--- src/rtl/led_mode_sched.sv ---
// LED mode scheduler: merges host-written base modes with timed, prioritised
// override events and presents 16 packed 2-bit mode codes to the matrix driver.
// Overrides age once per tick; a 16-cycle sweep walks every LED and retires
// expired entries. Event interface (valid/ready): an event transfers on any
// rising clk edge where evt_valid && evt_ready. The requester keeps evt_valid
// and all evt_* fields stable until that edge. evt_ready is high only while
// the scheduler is idle and never during reset.
module led_mode_sched #(
  parameter int TICK_CYCLES = 100000,
  parameter int HOLD_W      = 10
) (
  input  logic              clk,
  input  logic              rst,
  input  logic              wr_en,
  input  logic [3:0]        wr_addr,
  input  logic [1:0]        wr_data,
  input  logic              evt_valid,
  output logic              evt_ready,
  input  logic [3:0]        evt_led,
  input  logic [1:0]        evt_mode,
  input  logic              evt_prio,
  input  logic [HOLD_W-1:0] evt_hold,
  input  logic              clr_ovr,
  output logic [31:0]       led_mode,
  output logic [15:0]       ovr_active,
  output logic              dbg_state,
  output logic              dbg_tick_pend
);

  localparam int PW = (TICK_CYCLES > 1) ? $clog2(TICK_CYCLES) : 1;

  typedef enum logic {
    S_IDLE  = 1'b0,
    S_SWEEP = 1'b1
  } state_t;

  state_t            state_q, state_d;
  logic [PW-1:0]     presc_q, presc_d;
  logic [3:0]        idx_q, idx_d;
  logic              tick_pend_q, tick_pend_d;
  logic              evt_ready_q, evt_ready_d;
  logic [1:0]        base_q [16];
  logic [1:0]        base_d [16];
  logic [1:0]        ovr_mode_q [16];
  logic [1:0]        ovr_mode_d [16];
  logic [15:0]       ovr_prio_q, ovr_prio_d;
  logic [15:0]       active_q, active_d;
  logic [HOLD_W-1:0] hold_q [16];
  logic [HOLD_W-1:0] hold_d [16];
  logic [31:0]       led_mode_q, led_mode_d;
  logic [15:0]       ovr_active_q;
  logic              tick;
  logic              accept;
  logic              blocked;

  // One-cycle tick pulse when the prescaler wraps.
  assign tick    = (presc_q == PW'(TICK_CYCLES - 1));
  assign accept  = evt_valid && evt_ready_q;
  // A low-priority event may not disturb an active high-priority override.
  assign blocked = active_q[evt_led] && ovr_prio_q[evt_led] && !evt_prio;

  // Next-state logic: prescaler, sweep FSM, host writes, events, clear.
  always_comb begin
    presc_d     = tick ? '0 : presc_q + PW'(1);
    state_d     = state_q;
    idx_d       = idx_q;
    tick_pend_d = tick_pend_q;
    base_d      = base_q;
    ovr_mode_d  = ovr_mode_q;
    ovr_prio_d  = ovr_prio_q;
    active_d    = active_q;
    hold_d      = hold_q;

    if (wr_en) begin
      base_d[wr_addr] = wr_data;
    end

    case (state_q)
      S_IDLE: begin
        if (tick || tick_pend_q) begin
          state_d     = S_SWEEP;
          idx_d       = 4'd0;
          tick_pend_d = 1'b0;
        end
      end
      S_SWEEP: begin
        // A tick mid-sweep is remembered and starts another sweep later.
        if (tick) begin
          tick_pend_d = 1'b1;
        end
        if (active_q[idx_q] && (hold_q[idx_q] != '0)) begin
          hold_d[idx_q] = hold_q[idx_q] - HOLD_W'(1);
          if (hold_q[idx_q] == HOLD_W'(1)) begin
            active_d[idx_q] = 1'b0;
          end
        end
        idx_d = idx_q + 4'd1;
        if (idx_q == 4'd15) begin
          state_d = S_IDLE;
        end
      end
      default: state_d = S_IDLE;
    endcase

    // Events are only accepted in IDLE, so they never race the sweep.
    if (accept && !blocked) begin
      if (evt_hold == '0) begin
        active_d[evt_led] = 1'b0;
        hold_d[evt_led]   = '0;
      end else begin
        ovr_mode_d[evt_led] = evt_mode;
        ovr_prio_d[evt_led] = evt_prio;
        hold_d[evt_led]     = evt_hold;
        active_d[evt_led]   = 1'b1;
      end
    end

    // Global clear wins over anything else touching override state.
    if (clr_ovr) begin
      active_d = '0;
      for (int i = 0; i < 16; i++) begin
        hold_d[i] = '0;
      end
    end

    evt_ready_d = (state_d == S_IDLE);
  end

  // Output mux: override mode where active, otherwise the base mode.
  always_comb begin
    led_mode_d = '0;
    for (int i = 0; i < 16; i++) begin
      led_mode_d[2*i +: 2] = active_q[i] ? ovr_mode_q[i] : base_q[i];
    end
  end

  // All state and registered outputs, cleared asynchronously.
  always_ff @(posedge clk or posedge rst) begin
    if (rst) begin
      state_q      <= S_IDLE;
      presc_q      <= '0;
      idx_q        <= '0;
      tick_pend_q  <= 1'b0;
      evt_ready_q  <= 1'b0;
      ovr_prio_q   <= '0;
      active_q     <= '0;
      led_mode_q   <= '0;
      ovr_active_q <= '0;
      for (int i = 0; i < 16; i++) begin
        base_q[i]     <= '0;
        ovr_mode_q[i] <= '0;
        hold_q[i]     <= '0;
      end
    end else begin
      state_q      <= state_d;
      presc_q      <= presc_d;
      idx_q        <= idx_d;
      tick_pend_q  <= tick_pend_d;
      evt_ready_q  <= evt_ready_d;
      ovr_prio_q   <= ovr_prio_d;
      active_q     <= active_d;
      led_mode_q   <= led_mode_d;
      ovr_active_q <= active_q;
      for (int i = 0; i < 16; i++) begin
        base_q[i]     <= base_d[i];
        ovr_mode_q[i] <= ovr_mode_d[i];
        hold_q[i]     <= hold_d[i];
      end
    end
  end

  assign evt_ready     = evt_ready_q;
  assign led_mode      = led_mode_q;
  assign ovr_active    = ovr_active_q;
  assign dbg_state     = state_q;
  assign dbg_tick_pend = tick_pend_q;

endmodule
--- config.mk ---
export PLATFORM = sky130hd
export DESIGN_NAME = led_mode_sched
export DESIGN_NICKNAME = d
export VERILOG_FILES = /design/src/rtl/led_mode_sched.sv
export SDC_FILE = /design/constraint.sdc
export NUM_CORES = 1
export LEC_CHECK = 0
export ABC_CLOCK_PERIOD_IN_PS = 21400
export BUFFER_PORTS_ARGS = -buffer_cell sky130_fd_sc_hd__buf_2
export CORE_ASPECT_RATIO = 1.25
export CORE_MARGIN = 2
export CORE_UTILIZATION = 50
export DETAILED_ROUTE_END_ITERATION = 16
export PLACE_DENSITY_LB_ADDON = 0.15
export SETUP_SLACK_MARGIN = 0.1
export SKIP_CTS_REPAIR_TIMING = 1
export SLEW_MARGIN = 20
export SYNTH_ARGS = -nofsm -noshare
export SYNTH_HDL_FRONTEND = slang
export SYNTH_SLANG_ARGS = --single-unit
export TNS_END_PERCENT = 1
--- constraint.sdc ---
create_clock -name clk -period 21.4 [get_ports clk]
set_input_delay 2.14 -clock clk [delete_from_list [all_inputs] [get_ports clk]]
set_output_delay 2.14 -clock clk [all_outputs]
set_load 0.02 [all_outputs]
# Word-level counts from Yosys, hierarchy flattened
# Index checks and enable logic that the tools add are counted.
[word_totals]
reg_bits = 328
output_inout_bits = 51
elab_cells = 167
[op_classes]
addsub = 3
magnitude_cmp = 10
eq_ne = 5
n_mux = 62
n_bitwise = 13
reduce_logical = 17
[op_table]
columns = ["cell", "n"]
rows = [
  ["two-way mux 160 bit", 5],
  ["bitwise mux 160 bit", 2],
  ["bitwise AND 160 bit", 1],
  ["inverter 160 bit", 1],
  ["two-way mux 16 bit", 6],
  ["demux 10 bit (select 4 bit)", 2],
  ["bitwise mux 32 bit", 2],
  ["binary-select mux 10 bit (select 4 bit)", 1],
  ["two-way mux 10 bit", 4],
  ["two-way mux 2 bit", 18],
  ["bitwise AND 16 bit", 2],
  ["inverter 16 bit", 2],
  ["adder 17 x 1 -> 17 bit (second input constant)", 1],
  ["== test 17 bit (second input constant)", 1],
  ["two-way mux 17 bit", 1],
  ["bitwise mux 16 bit", 1],
  ["demux 2 bit (select 4 bit)", 2],
  ["OR 16 bit", 1],
  [">= comparator 5 bit (second input constant)", 3],
  ["less-than comparator 5 x 1 -> 1 bit (second input constant)", 3],
  ["inverter 4 -> 5 bit", 3],
  ["binary-select mux 1 bit (select 4 bit)", 3],
  ["== test 10 x 1 -> 1 bit (second input constant)", 1],
  ["logical AND 1 bit", 10],
  ["other kinds (18)", 34],
]

# Depth between registers and ports, before layout
# Gate-level depths: netlist (run 1).
[logic_depth]
depth_word = 13
ltp_mapped = 17

# Least setup slack after synthesis (run 1)
# OpenSTA, ideal clock, no wires.
[synth_path]
kind = "input to register"
from = "input port evt_led[0]"
to = "register active_q[1]"
arrival_ns = 4.115
t_required_ns = 21.301
path_slack_ns = 17.185
stages = 7
cell_sequence = "inv_1 > or3_1 > clkbuf_1 > nor4_1 > nand2_1 > a21boi_0 > a311oi_1"
[synth_via]
elab_chain_cells = 9
word_cells_on_any_way = 19
cone_classes = "order compare (2); mux (9); bitwise (3); reduce/logical (5)"
[synth_rtl]
columns = ["item", "line_no", "rtl"]
rows = [
  ["from (decl)", "19", "input logic [3:0] evt_led,"],
  ["less-than comparator 4 x 5 -> 1 bit (not written as such) or >= comparator 4 x 1 -> 1 bit (tied branches)", "108, 114", ""],
  ["logical AND 1 bit (not written as such)", "108, 114", ""],
  ["two-way mux 1 bit (not written as such)", "108, 114", ""],
  ["demux 1 bit (select 4 bit)", "108, 114", ""],
  ["inverter 16 bit (no line)", "n/a", ""],
  ["bitwise AND 16 bit (no line)", "n/a", ""],
  ["two-way mux 16 bit", "107", "if (evt_hold == '0) begin"],
  ["two-way mux 16 bit (*)", "106", "if (accept && !blocked) begin"],
  ["two-way mux 16 bit (*)", "119", "if (clr_ovr) begin"],
  ["via active_d[1]", "47", "logic [15:0] active_q, active_d;"],
  ["to (signal assigned)", "161", "active_q <= active_d;"],
  ["to (decl)", "47", ""],
]
# The timed path passes the listed nets; every way through them passes the cells marked *. The select of a mux whose other input is x is not followed.
# A chain may end at the register's enable or synchronous reset.

==> flow_metrics.env, run 1 <==
export IMPL_drc_errors=0
export IMPL_final_util_pct=56.4
export IMPL_die_x_um=170
export IMPL_numCtsBuffers=36
export IMPL_synth_distinct_cells=55
export IMPL_holdCritPathClass="flip-flop to flip-flop"
export IMPL_clock_sinks=328
export IMPL_cp_arrival_ns=4.99
export IMPL_synthesis_area_um2=17200
export IMPL_grt_pass1_vias=14000
export IMPL_synth_nets=1637
export IMPL_syn_inst=1602
export IMPL_cp_required_ns=21.81
export IMPL_diodes=0
export IMPL_async_reset_ff_share_pct=100
export IMPL_drtPass1Iterations=6
export IMPL_wl_per_cell_um=26.8
export IMPL_grt_setup_unrepaired="false"
export IMPL_fin_area_um2=19100
export IMPL_cts_path_max_buffers=3
export IMPL_viasPerCell=6.82
export IMPL_grt_pass1_wl_um=84500
export IMPL_register_area_um2=8210
export IMPL_placed_cells=1994
export IMPL_nFillCells=2851
export IMPL_drv_cap=0
export IMPL_ys_ff_latch=328
export IMPL_synth_main_ff_cell="dfrtp_1"
export IMPL_grt_antenna_before_repair=0
export IMPL_finClkSkew_ns=0.0252
export IMPL_crit_chain="buf_4 > clkinv_1 > mux2i_1 > nand2_1 > o22ai_1 > nand3_1 > xnor2_1 > buf_4 > o221ai_1"
export IMPL_row_count=75
export IMPL_die_h_um=211
export IMPL_vias=14000
export IMPL_syn_area_per_cell_um2=10.7
export IMPL_power_switching_share_pct=26.3
export IMPL_finalHoldViolCount=0
export IMPL_crit_top_cell="buf_4"
export IMPL_cts_tree="done"
export IMPL_crit_slowest_cell="xnor2_1"
export IMPL_pwr_share_comb_pct=11.3
export IMPL_routed_wl_um=55200
export IMPL_drt_iter0_drc=1139
export IMPL_ys_warn_count=0
export IMPL_cts_htree_levels=2
export IMPL_end_kind="flip-flop"
export IMPL_die_area_um2=35900
export IMPL_ant_nets=0
export IMPL_grt_max_degree=120
export IMPL_cts_root_buffer="clkbuf_16"
export IMPL_path_class="flip-flop to flip-flop"
export IMPL_fin_crit_sh_pct=21.4
export IMPL_place_congestion=0.932
export IMPL_multi_input_area_um2=8420
export IMPL_clkTransAtPathRegs_ns=0.06
export IMPL_io_buffers=78
export IMPL_status="complete, no violations"
export IMPL_slew_viol_final=0
export IMPL_finalNetCount=1644
export IMPL_power_frac_seq_pct=46.2
export IMPL_power_density_nw_per_um2=79.4
export IMPL_setup_violations_final=0
export IMPL_dp_hpwl_um=36300
export IMPL_vdd_drop_max_mv=0.0805
export IMPL_tns_ns=0
export IMPL_switchingPower_w=0.000398
export IMPL_p_leak_nw=7.79
export IMPL_overflow=0
export IMPL_postPlaceCellArea_um2=17800
export IMPL_clkPwrFrac_pct=42.4
export IMPL_core_um2=33800
export IMPL_fin_crit_ns=4.59
export IMPL_ios=79
export IMPL_hold_ws_ns=0.485
export IMPL_critical_path_max_stage_delay_ns=0.94
export IMPL_p_int_w=0.00112
export IMPL_final_cell_count_no_fill=2058
export IMPL_track_usage_pct=31.1
export IMPL_area_growth_pct=10.8
export IMPL_ys_seq_area_share_pct=47.7
export IMPL_crit_fanout=41
export IMPL_initial_core_util_pct=50.9
export IMPL_clock_fmax_mhz=218
export IMPL_synth_edf_count=0
export IMPL_relSlewSlack_pct=20.3
export IMPL_drive_gt1_share_pct=21.6
export IMPL_clock_latency_ns=0.56
export IMPL_tightest_slew_ns=1.19
export IMPL_start_kind="flip-flop"
Yosys cell counts (4+ instances only):
| master | number | area (um2) |
|---|---|---|
| dfrtp_1 | 328 | 8210 |
| nand2_1 | 173 | 649 |
| nand3b_1 | 126 | 946 |
| o221ai_1 | 123 | 1080 |
| mux2_2 | 114 | 1280 |
| clkbuf_1 | 105 | 394 |
| nor2_1 | 72 | 270 |
| nand4_1 | 60 | 375 |
| o21ai_0 | 51 | 255 |
| nor3b_1 | 48 | 360 |
| mux4_2 | 42 | 946 |
| nand3_1 | 42 | 210 |
| nand2b_1 | 32 | 200 |
| o311ai_0 | 20 | 175 |
| buf_1 | 16 | 60.1 |
| nor3_1 | 16 | 80.1 |
| a21oi_1 | 15 | 75.1 |
| inv_1 | 15 | 56.3 |
| nor2b_1 | 15 | 93.8 |
| xor2_1 | 13 | 114 |
| a22oi_1 | 12 | 90.1 |
| and2_1 | 12 | 75.1 |
| mux2i_1 | 12 | 120 |
| o311ai_1 | 12 | 105 |
| buf_2 | 10 | 50.1 |
| o22ai_1 | 10 | 62.6 |
| buf_4 | 9 | 67.6 |
| xnor2_1 | 9 | 78.8 |
| a22o_1 | 8 | 70.1 |
| a311oi_1 | 8 | 70.1 |
| and3_1 | 8 | 50.1 |
| ha_1 | 7 | 87.6 |
| a21boi_0 | 6 | 45.0 |
| nor2_2 | 6 | 37.5 |
| nor4_1 | 6 | 37.5 |
| or2_2 | 6 | 37.5 |
| a311o_1 | 5 | 50.1 |
| a2111o_1 | 4 | 45.0 |
| nor3_2 | 4 | 40.0 |
| or3_1 | 4 | 25.0 |
layout make-up:
class                           count  area share [%]
Timing Repair Buffer              110            3.32
Sequential cell                   328            43.1
Clock inverter                     13           0.925
Clock buffer                       51            5.39
Tap cell                          423            2.78
Inverter                           17           0.374
Multi-Input combinational cell   1116            44.2
cell usage in the layout (no fill, tap or decap), types with 13 or more instances in the layout:
master / netlist / routed
o311ai_0: 20 / 20
nor2b_1: 15 / 13
nor2_1: 72 / 71
clkbuf_16: 0 / 36
buf_2: 10 / 77
nand3_1: 42 / 42
buf_4: 9 / 33
nand3b_1: 126 / 126
mux4_2: 42 / 42
inv_1: 15 / 14
o21ai_0: 51 / 51
nor3_1: 16 / 14
o221ai_1: 123 / 123
dfrtp_1: 328 / 326
mux2_2: 114 / 114
nor3b_1: 48 / 48
nand2b_1: 32 / 32
a21oi_1: 15 / 15
nand2_1: 173 / 173
nand4_1: 60 / 60
worst max-delay path: cells and delay by family (launching register included):
family / cells / cell delay, ns
flops: 1 / 0.34
mux: 1 / 0.57
compound gates: 2 / 0.71
xor+xnor: 1 / 0.94
simple gates: 2 / 0.31
buf+inv: 3 / 1.55
sequential cells by signal, summed over array words and instances (netlist names):
register,flops
ovr_mode_q,32
presc_q,17
led_mode,32
base_q,32
evt_ready,1
hold_q,160
idx_q,4
ovr_prio_q,16
dbg_tick_pend,1
ovr_active,16
active_q,16
dbg_state,1
cells by family after synthesis:
group	share of synthesized area, %
flops	47.7
buf+inv	3.76
compound gates	12.7
fa+ha+maj	0.509
simple gates	20.5
xor+xnor	1.12
mux	13.7
stage by stage:
stage	total power (W)	setup WS, ns
after CTS	0.00152	16.79
after detailed placement	0.000881	16.64
after global routing	0.00156	16.52
after global placement	0.000878	16.65
after floorplan	0.000820	10.18
final	0.00151	16.81
power by group through the flow:
stage	sequential, W	clock [W]	combinational [W]
after floorplan	0.000724	0	0.0000969
after global placement	0.000709	0	0.000168
after detailed placement	0.000711	0	0.000171
after CTS	0.000700	0.000650	0.000172
after global routing	0.000706	0.000675	0.000184
final	0.000700	0.000642	0.000172
layer usage:
layer | vias up | global-route usage, % | part of all wire [%]
li1 | 6048 | - | -
met4 | 0 | 16.2 | 5.1
met2 | 736 | 50.9 | 49
met3 | 157 | 4.88 | 7.5
met1 | 7089 | 40.1 | 39
met5 | - | 0 | 0
final timing paths:
check	slack (ns)	cells past startpoint	end	start
max in group asynchronous	17.37	4	idx_q[0]	rst
worst min register to register	0.48	1	presc_q[0]	presc_q[0]
worst max-delay path	16.81	9	hold_q[29]	idx_q[0]
worst min-delay path	0.48	1	presc_q[0]	presc_q[0]
min in group asynchronous	1.70	2	base_q[15]	rst
worst max register to register	16.81	9	hold_q[29]	idx_q[0]
(Power assumes the default switching activity.)
==> run 2, diff against run 1 <==
ABC_AREA = 1   (was not set)
ABC_CLOCK_PERIOD_IN_PS = 4340   (was 21400)
clock period = 4.34 ns   (was 21.4 ns; I/O delays follow)
==> flow_metrics.env, run 2 <==
export IMPL_grt_max_degree=129
export IMPL_track_usage_pct=32.6
export IMPL_die_x_um=171
export IMPL_drt_iter0_drc=1335
export IMPL_fin_crit_ns=3.79
export IMPL_drc_errors=0
export IMPL_synth_nets=2401
export IMPL_fin_crit_sh_pct=87.3
export IMPL_synth_top_area_share_pct=47.3
export IMPL_path_class="flip-flop to flip-flop"
export IMPL_power_switching_share_pct=27.0
export IMPL_numCtsBuffers=37
export IMPL_die_h_um=212
export IMPL_routed_wl_um=57400
export IMPL_clock_fmax_mhz=264
export IMPL_io_buffers=78
export IMPL_p_leak_nw=9.90
export IMPL_grt_setup_unrepaired="false"
export IMPL_ys_warn_count=0
export IMPL_top_register="hold_q"
export IMPL_diodes=0
export IMPL_synth_edf_count=0
export IMPL_pwr_share_comb_pct=11.5
export IMPL_power_density_nw_per_um2=387
export IMPL_syn_area_per_cell_um2=7.33
export IMPL_synthesis_area_um2=17400
export IMPL_holdCritPathClass="input pin to flip-flop"
export IMPL_p_int_w=0.00551
export IMPL_tightest_slew_ns=0.964
export IMPL_row_count=76
export IMPL_synth_top_cell_by_area="dfrtp_1"
export IMPL_clock_latency_ns=0.55
export IMPL_viasPerCell=5.59
export IMPL_tns_ns=0
export IMPL_syn_inst=2366
export IMPL_largest_reg_flops=160
export IMPL_ios=79
export IMPL_vdd_drop_max_mv=0.349
export IMPL_end_kind="flip-flop"
export IMPL_ant_nets=0
export IMPL_synth_distinct_cells=37
export IMPL_start_kind="flip-flop"
export IMPL_synth_area_leaders="dfrtp_1 (47%), nand2_1 (16%), o21ai_0 (7.7%)"
export IMPL_slew_viol_final=0
export IMPL_clock_sinks=328
export IMPL_setup_violations_final=0
export IMPL_finalNetCount=2449
export IMPL_initial_core_util_pct=50.6
export IMPL_vias=16200
export IMPL_finClkSkew_ns=0.0261
export IMPL_dp_hpwl_um=38700
export IMPL_clkTransAtPathRegs_ns=0.06
export IMPL_synth_most_common_cell="nand2_1"
export IMPL_cts_tree="done"
export IMPL_cts_htree_levels=2
export IMPL_nFillCells=3279
export IMPL_ys_seq_area_share_pct=47.3
export IMPL_finalPower_w=0.00755
export IMPL_synth_main_ff_cell="dfrtp_1"
export IMPL_grt_antenna_before_repair=0
export IMPL_drv_cap=0
export IMPL_crit_fanout=25
export IMPL_cp_required_ns=4.77
export IMPL_die_area_um2=36200
export IMPL_core_um2=34300
export IMPL_drive_gt1_share_pct=10.1
export IMPL_drtPass1Iterations=5
export IMPL_cp_arrival_ns=4.22
export IMPL_cts_path_max_buffers=3
export IMPL_overflow=0
export IMPL_place_congestion=0.938
export IMPL_cts_root_buffer="clkbuf_16"
export IMPL_async_reset_ff_share_pct=100
export IMPL_final_common_cell="nand2_1"
export IMPL_power_frac_seq_pct=45.5
export IMPL_mostFrequentLayoutCells="nand2_1 (741), dfrtp_1 (326), o21ai_0 (266)"
export IMPL_area_growth_pct=12.4
export IMPL_synth_commonest_cells="nand2_1 (741), dfrtp_1 (328), o21ai_0 (266)"
export IMPL_wl_per_cell_um=19.7
export IMPL_hold_ws_ns=0.159
export IMPL_grt_pass1_vias=15700
export IMPL_switchingPower_w=0.00204
export IMPL_clkPwrFrac_pct=43.0
export IMPL_finalHoldViolCount=0
export IMPL_ys_ff_latch=328
export IMPL_relSlewSlack_pct=35.6
export IMPL_grt_pass1_wl_um=90300
export IMPL_status="complete, no violations"
[run 2: cell count changes in the layout (fill, tap and decap cells not counted), sizes merged, moves of 48 or more]
cell | before | now
nor2 | 78 | 255
nand3 | 42 | 138
inv | 17 | 207
o221ai | 123 | 0
nand2 | 173 | 745
mux2 | 114 | 16
nor3b | 48 | 0
a21oi | 15 | 160
o21ai | 53 | 274
nand3b | 126 | 0
[run 2: power groups by stage]
stage / logic (W) / registers, W / clock network [W]
CTS: 0.000864 / 0.00344 / 0.00329
global placement: 0.000847 / 0.00348 / 0
finish: 0.000866 / 0.00344 / 0.00325
global route: 0.000956 / 0.00346 / 0.00341
detailed placement: 0.000858 / 0.00349 / 0
floorplan: 0.000454 / 0.00355 / 0
[run 2: final cells by class]
class | count | area (um2) | area share, %
sequential | 328 | 8210 | 42.1
tap | 468 | 586 | 3.00
inverter | 215 | 812 | 4.16
clock inverter | 17 | 211 | 1.08
timing repair buffer | 139 | 938 | 4.81
multi-input combinational | 1693 | 7700 | 39.5
clock buffer | 47 | 1030 | 5.31
[run 2: per-stage QoR]
step                      util, %  worst slack [ns]  area [um2]  cells
final                        56.8             0.551       19500   2907
after detailed placement     53.1             0.627       18200   2842
after global placement       53.1             0.761       18200   2842
after floorplan                 -            -0.473       17400   2366
after CTS                    56.8             0.600       19500   2906
after global routing         56.8             0.353       19500   2907
[run 2: final timing paths]
kind | from | endpoint | slack [ns] | cells past startpoint
worst max-delay path | idx_q[0] | hold_q[129] | 0.55 | 16
max in group asynchronous | rst | hold_q[48] | 2.97 | 4
min in group asynchronous | rst | ovr_mode_q[5] | 0.42 | 3
worst max register to register | idx_q[0] | hold_q[129] | 0.55 | 16
worst min register to register | base_q[27] | base_q[27] | 0.48 | 2
worst min-delay path | wr_data[0] | base_q[12] | 0.16 | 3
[run 2: worst max-delay path, cell delays in order, from the launching register on]
cell     delay, ns
dfrtp_4       0.50
inv_2         0.38
buf_4         0.32
nor2_1        0.06
o21ai_0       0.20
nand2_1       0.07
nand4_1       0.14
inv_2         0.12
ha_1          0.24
nand2_1       0.07
nor2_1        0.05
nand3_2       0.26
nand2_1       0.22
nor2_1        0.64
o21ai_0       0.17
a21oi_1       0.18
nor2_1        0.05
[run 2: metal layers]
metal	up-vias	routed length, um	GRT usage, %
met3	216	3820	4.50
met5	-	0	0
met1	7691	22900	41.7
li1	7644	-	-
met4	0	3500	17.9
met2	688	27100	53.4
[run 2: cell families after synthesis]
logic type / Yosys count / share of synthesized area, %
multiplexers: 16 / 1.04
AND/OR/NAND/NOR: 1182 / 27.7
flip-flops: 328 / 47.3
buffers and inverters: 345 / 8.31
XOR/XNOR: 18 / 0.995
AO/OA/AOI/OAI: 470 / 14.1
adder cells (fa/ha/maj): 7 / 0.505
==> run 3, diff against run 2 <==
--- a/config.mk
+++ b/config.mk
@@ -13,2 +13,3 @@
 export CORE_UTILIZATION = 50
+export CTS_CLUSTER_SIZE = 28
 export DETAILED_ROUTE_END_ITERATION = 16
==> constraint.sdc (replaced) <==
create_clock -name clk -period 4.34 [get_ports clk]
set_input_delay 0.868 -clock clk [delete_from_list [all_inputs] [get_ports clk]]
set_output_delay 0.868 -clock clk [all_outputs]
set_load 0.02 [all_outputs]
==> flow_metrics.env, run 3 (synthesis gave the netlist of run 2 again) <==
export IMPL_status="complete, no violations"
export IMPL_area_growth_pct=12.6
export IMPL_drive_gt1_share_pct=10.5
export IMPL_grt_pass1_wl_um=89600
export IMPL_numCtsBuffers=36
export IMPL_vias=16300
export IMPL_io_buffers=78
export IMPL_holdCritPathClass="input pin to asynchronous set/reset pin"
export IMPL_core_um2=34300
export IMPL_grt_antenna_before_repair=2
export IMPL_row_count=76
export IMPL_cts_htree_levels=2
export IMPL_drc_errors=0
export IMPL_reg2reg_depth=19
export IMPL_largest_reg_flops=160
export IMPL_cp_required_ns=4.81
export IMPL_clkTransAtPathRegs_ns=0.06
export IMPL_finalNetCount=2460
export IMPL_wl_per_cell_um=19.9
export IMPL_final_cell_count_no_fill=2918
export IMPL_finalHoldViolCount=0
export IMPL_start_kind="flip-flop"
export IMPL_mostFrequentLayoutCells="nand2_1 (741), dfrtp_1 (326), o21ai_0 (266)"
export IMPL_end_kind="flip-flop"
export IMPL_initial_core_util_pct=50.6
export IMPL_routed_wl_um=58000
export IMPL_ios=79
export IMPL_place_congestion=0.962
export IMPL_postPlaceCellArea_um2=18400
export IMPL_die_h_um=212
export IMPL_path_class="flip-flop to flip-flop"
export IMPL_drtPass1Iterations=7
export IMPL_cts_tree="done"
export IMPL_preCtsSetupSlack_ns=0.440
export IMPL_fin_crit_ns=3.75
export IMPL_setup_violations_final=0
export IMPL_drv_cap=0
export IMPL_relSlewSlack_pct=36.6
export IMPL_dp_hpwl_um=39000
export IMPL_p_leak_nw=9.91
export IMPL_worst_slack_ns=0.593
export IMPL_grt_pass1_vias=15300
export IMPL_overflow=0
export IMPL_ant_nets=0
export IMPL_die_x_um=171
export IMPL_crit_fanout=30
export IMPL_grt_max_degree=117
export IMPL_drt_iter0_drc=1431
export IMPL_cts_root_buffer="clkbuf_16"
export IMPL_fin_area_um2=19500
export IMPL_viasPerCell=5.60
export IMPL_cts_path_max_buffers=3
export IMPL_cp_arrival_ns=4.21
export IMPL_die_area_um2=36200
export IMPL_worstReg2RegStart="idx_q[0]"
export IMPL_fin_crit_sh_pct=86.3
export IMPL_clock_fmax_mhz=267
export IMPL_critical_path_startpoint="idx_q[0]"
export IMPL_clock_latency_ns=0.54
export IMPL_endpoint="hold_q[81]"
export IMPL_tightest_slew_ns=0.950
export IMPL_finalPower_w=0.00746
export IMPL_top_register="hold_q"
export IMPL_clock_sinks=328
export IMPL_diodes=0
export IMPL_tns_ns=0
export IMPL_vdd_drop_max_mv=0.296
export IMPL_final_common_cell="nand2_1"
export IMPL_power_density_nw_per_um2=382
export IMPL_grt_setup_unrepaired="false"
export IMPL_placed_cells=2855
export IMPL_r2r_end="hold_q[81]"
export IMPL_slew_viol_final=0
export IMPL_finClkSkew_ns=0.0140
export IMPL_rrSetupSlack_ns=0.59
export IMPL_track_usage_pct=32.5
[run 3: changes by cell type in the layout (fill, tap and decap cells not counted), sizes merged]
cell / delta
buf: +13
clkinv: -7
clkinvlp: +5
inv: +2
clkbuf: -1
dlygate4sd3: -1
[run 3: cell type report]
type                    instances  area [um2]
repair buffers                151        1040
clock inverters                17         205
flip-flops and latches        328        8210
clock buffers                  46         990
inverters                     215         812
well taps                     468         586
multi-input cells            1693        7700
fillers                      3226       14800
[run 3: worst max-delay path, stage by stage, from the launching register on]
cell and delay (ns):
dfrtp_4 0.49, inv_2 0.48, buf_4 0.30, nand2_1 0.06
nand2_1 0.06, nand2_1 0.05, nand2_1 0.11, nand2_1 0.07
nand2_1 0.24, nor2_2 0.10, nand2_1 0.13, nor2_2 0.08
nand3_2 0.19, nand2_1 0.19, nor2_1 0.48, buf_4 0.26
nand2_1 0.06, nand3_1 0.11, nand2_1 0.07, nor2_1 0.10
[run 3: how the worst min path moves through the flow]
stage	to	start	cells after the start
6_report	led_mode[11]	rst	2
5_1_grt	base_q[7]	base_q[7]	2
4_1_cts	led_mode[25]	base_q[7]	2
3_5_place_dp	led_mode[25]	base_q[7]	2
3_3_place_gp	base_q[31]	base_q[31]	2
2_1_floorplan	ovr_active[12]	active_q[12]	0
[run 3: report_power, final]
part / switching (W) / leakage (nW) / total (W) / internal (W)
Clock: 0.00130 / 0.574 / 0.00315 / 0.00186
Sequential: 0.000127 / 4.39 / 0.00344 / 0.00331
Combinational: 0.000597 / 4.95 / 0.000867 / 0.000270
Total: 0.00202 / 9.91 / 0.00746 / 0.00544
[run 3: metal layers]
layer  GRT usage (%)  up-vias  share of wire, %
li1                -     7679                 -
met1            41.5     7741                40
met2            53.9      711                48
met3            4.36      196               6.8
met4            17.2        2               5.8
met5               0        -             0.029
[run 3: metrics by stage]
step | hold WS [ns] | utilization [%]
after global placement | 0.462 | 53.5
after global routing | 0.498 | 56.9
after floorplan | 0.413 | -
after detailed placement | 0.470 | 53.5
after CTS | 0.477 | 56.9
final | 0.473 | 56.9
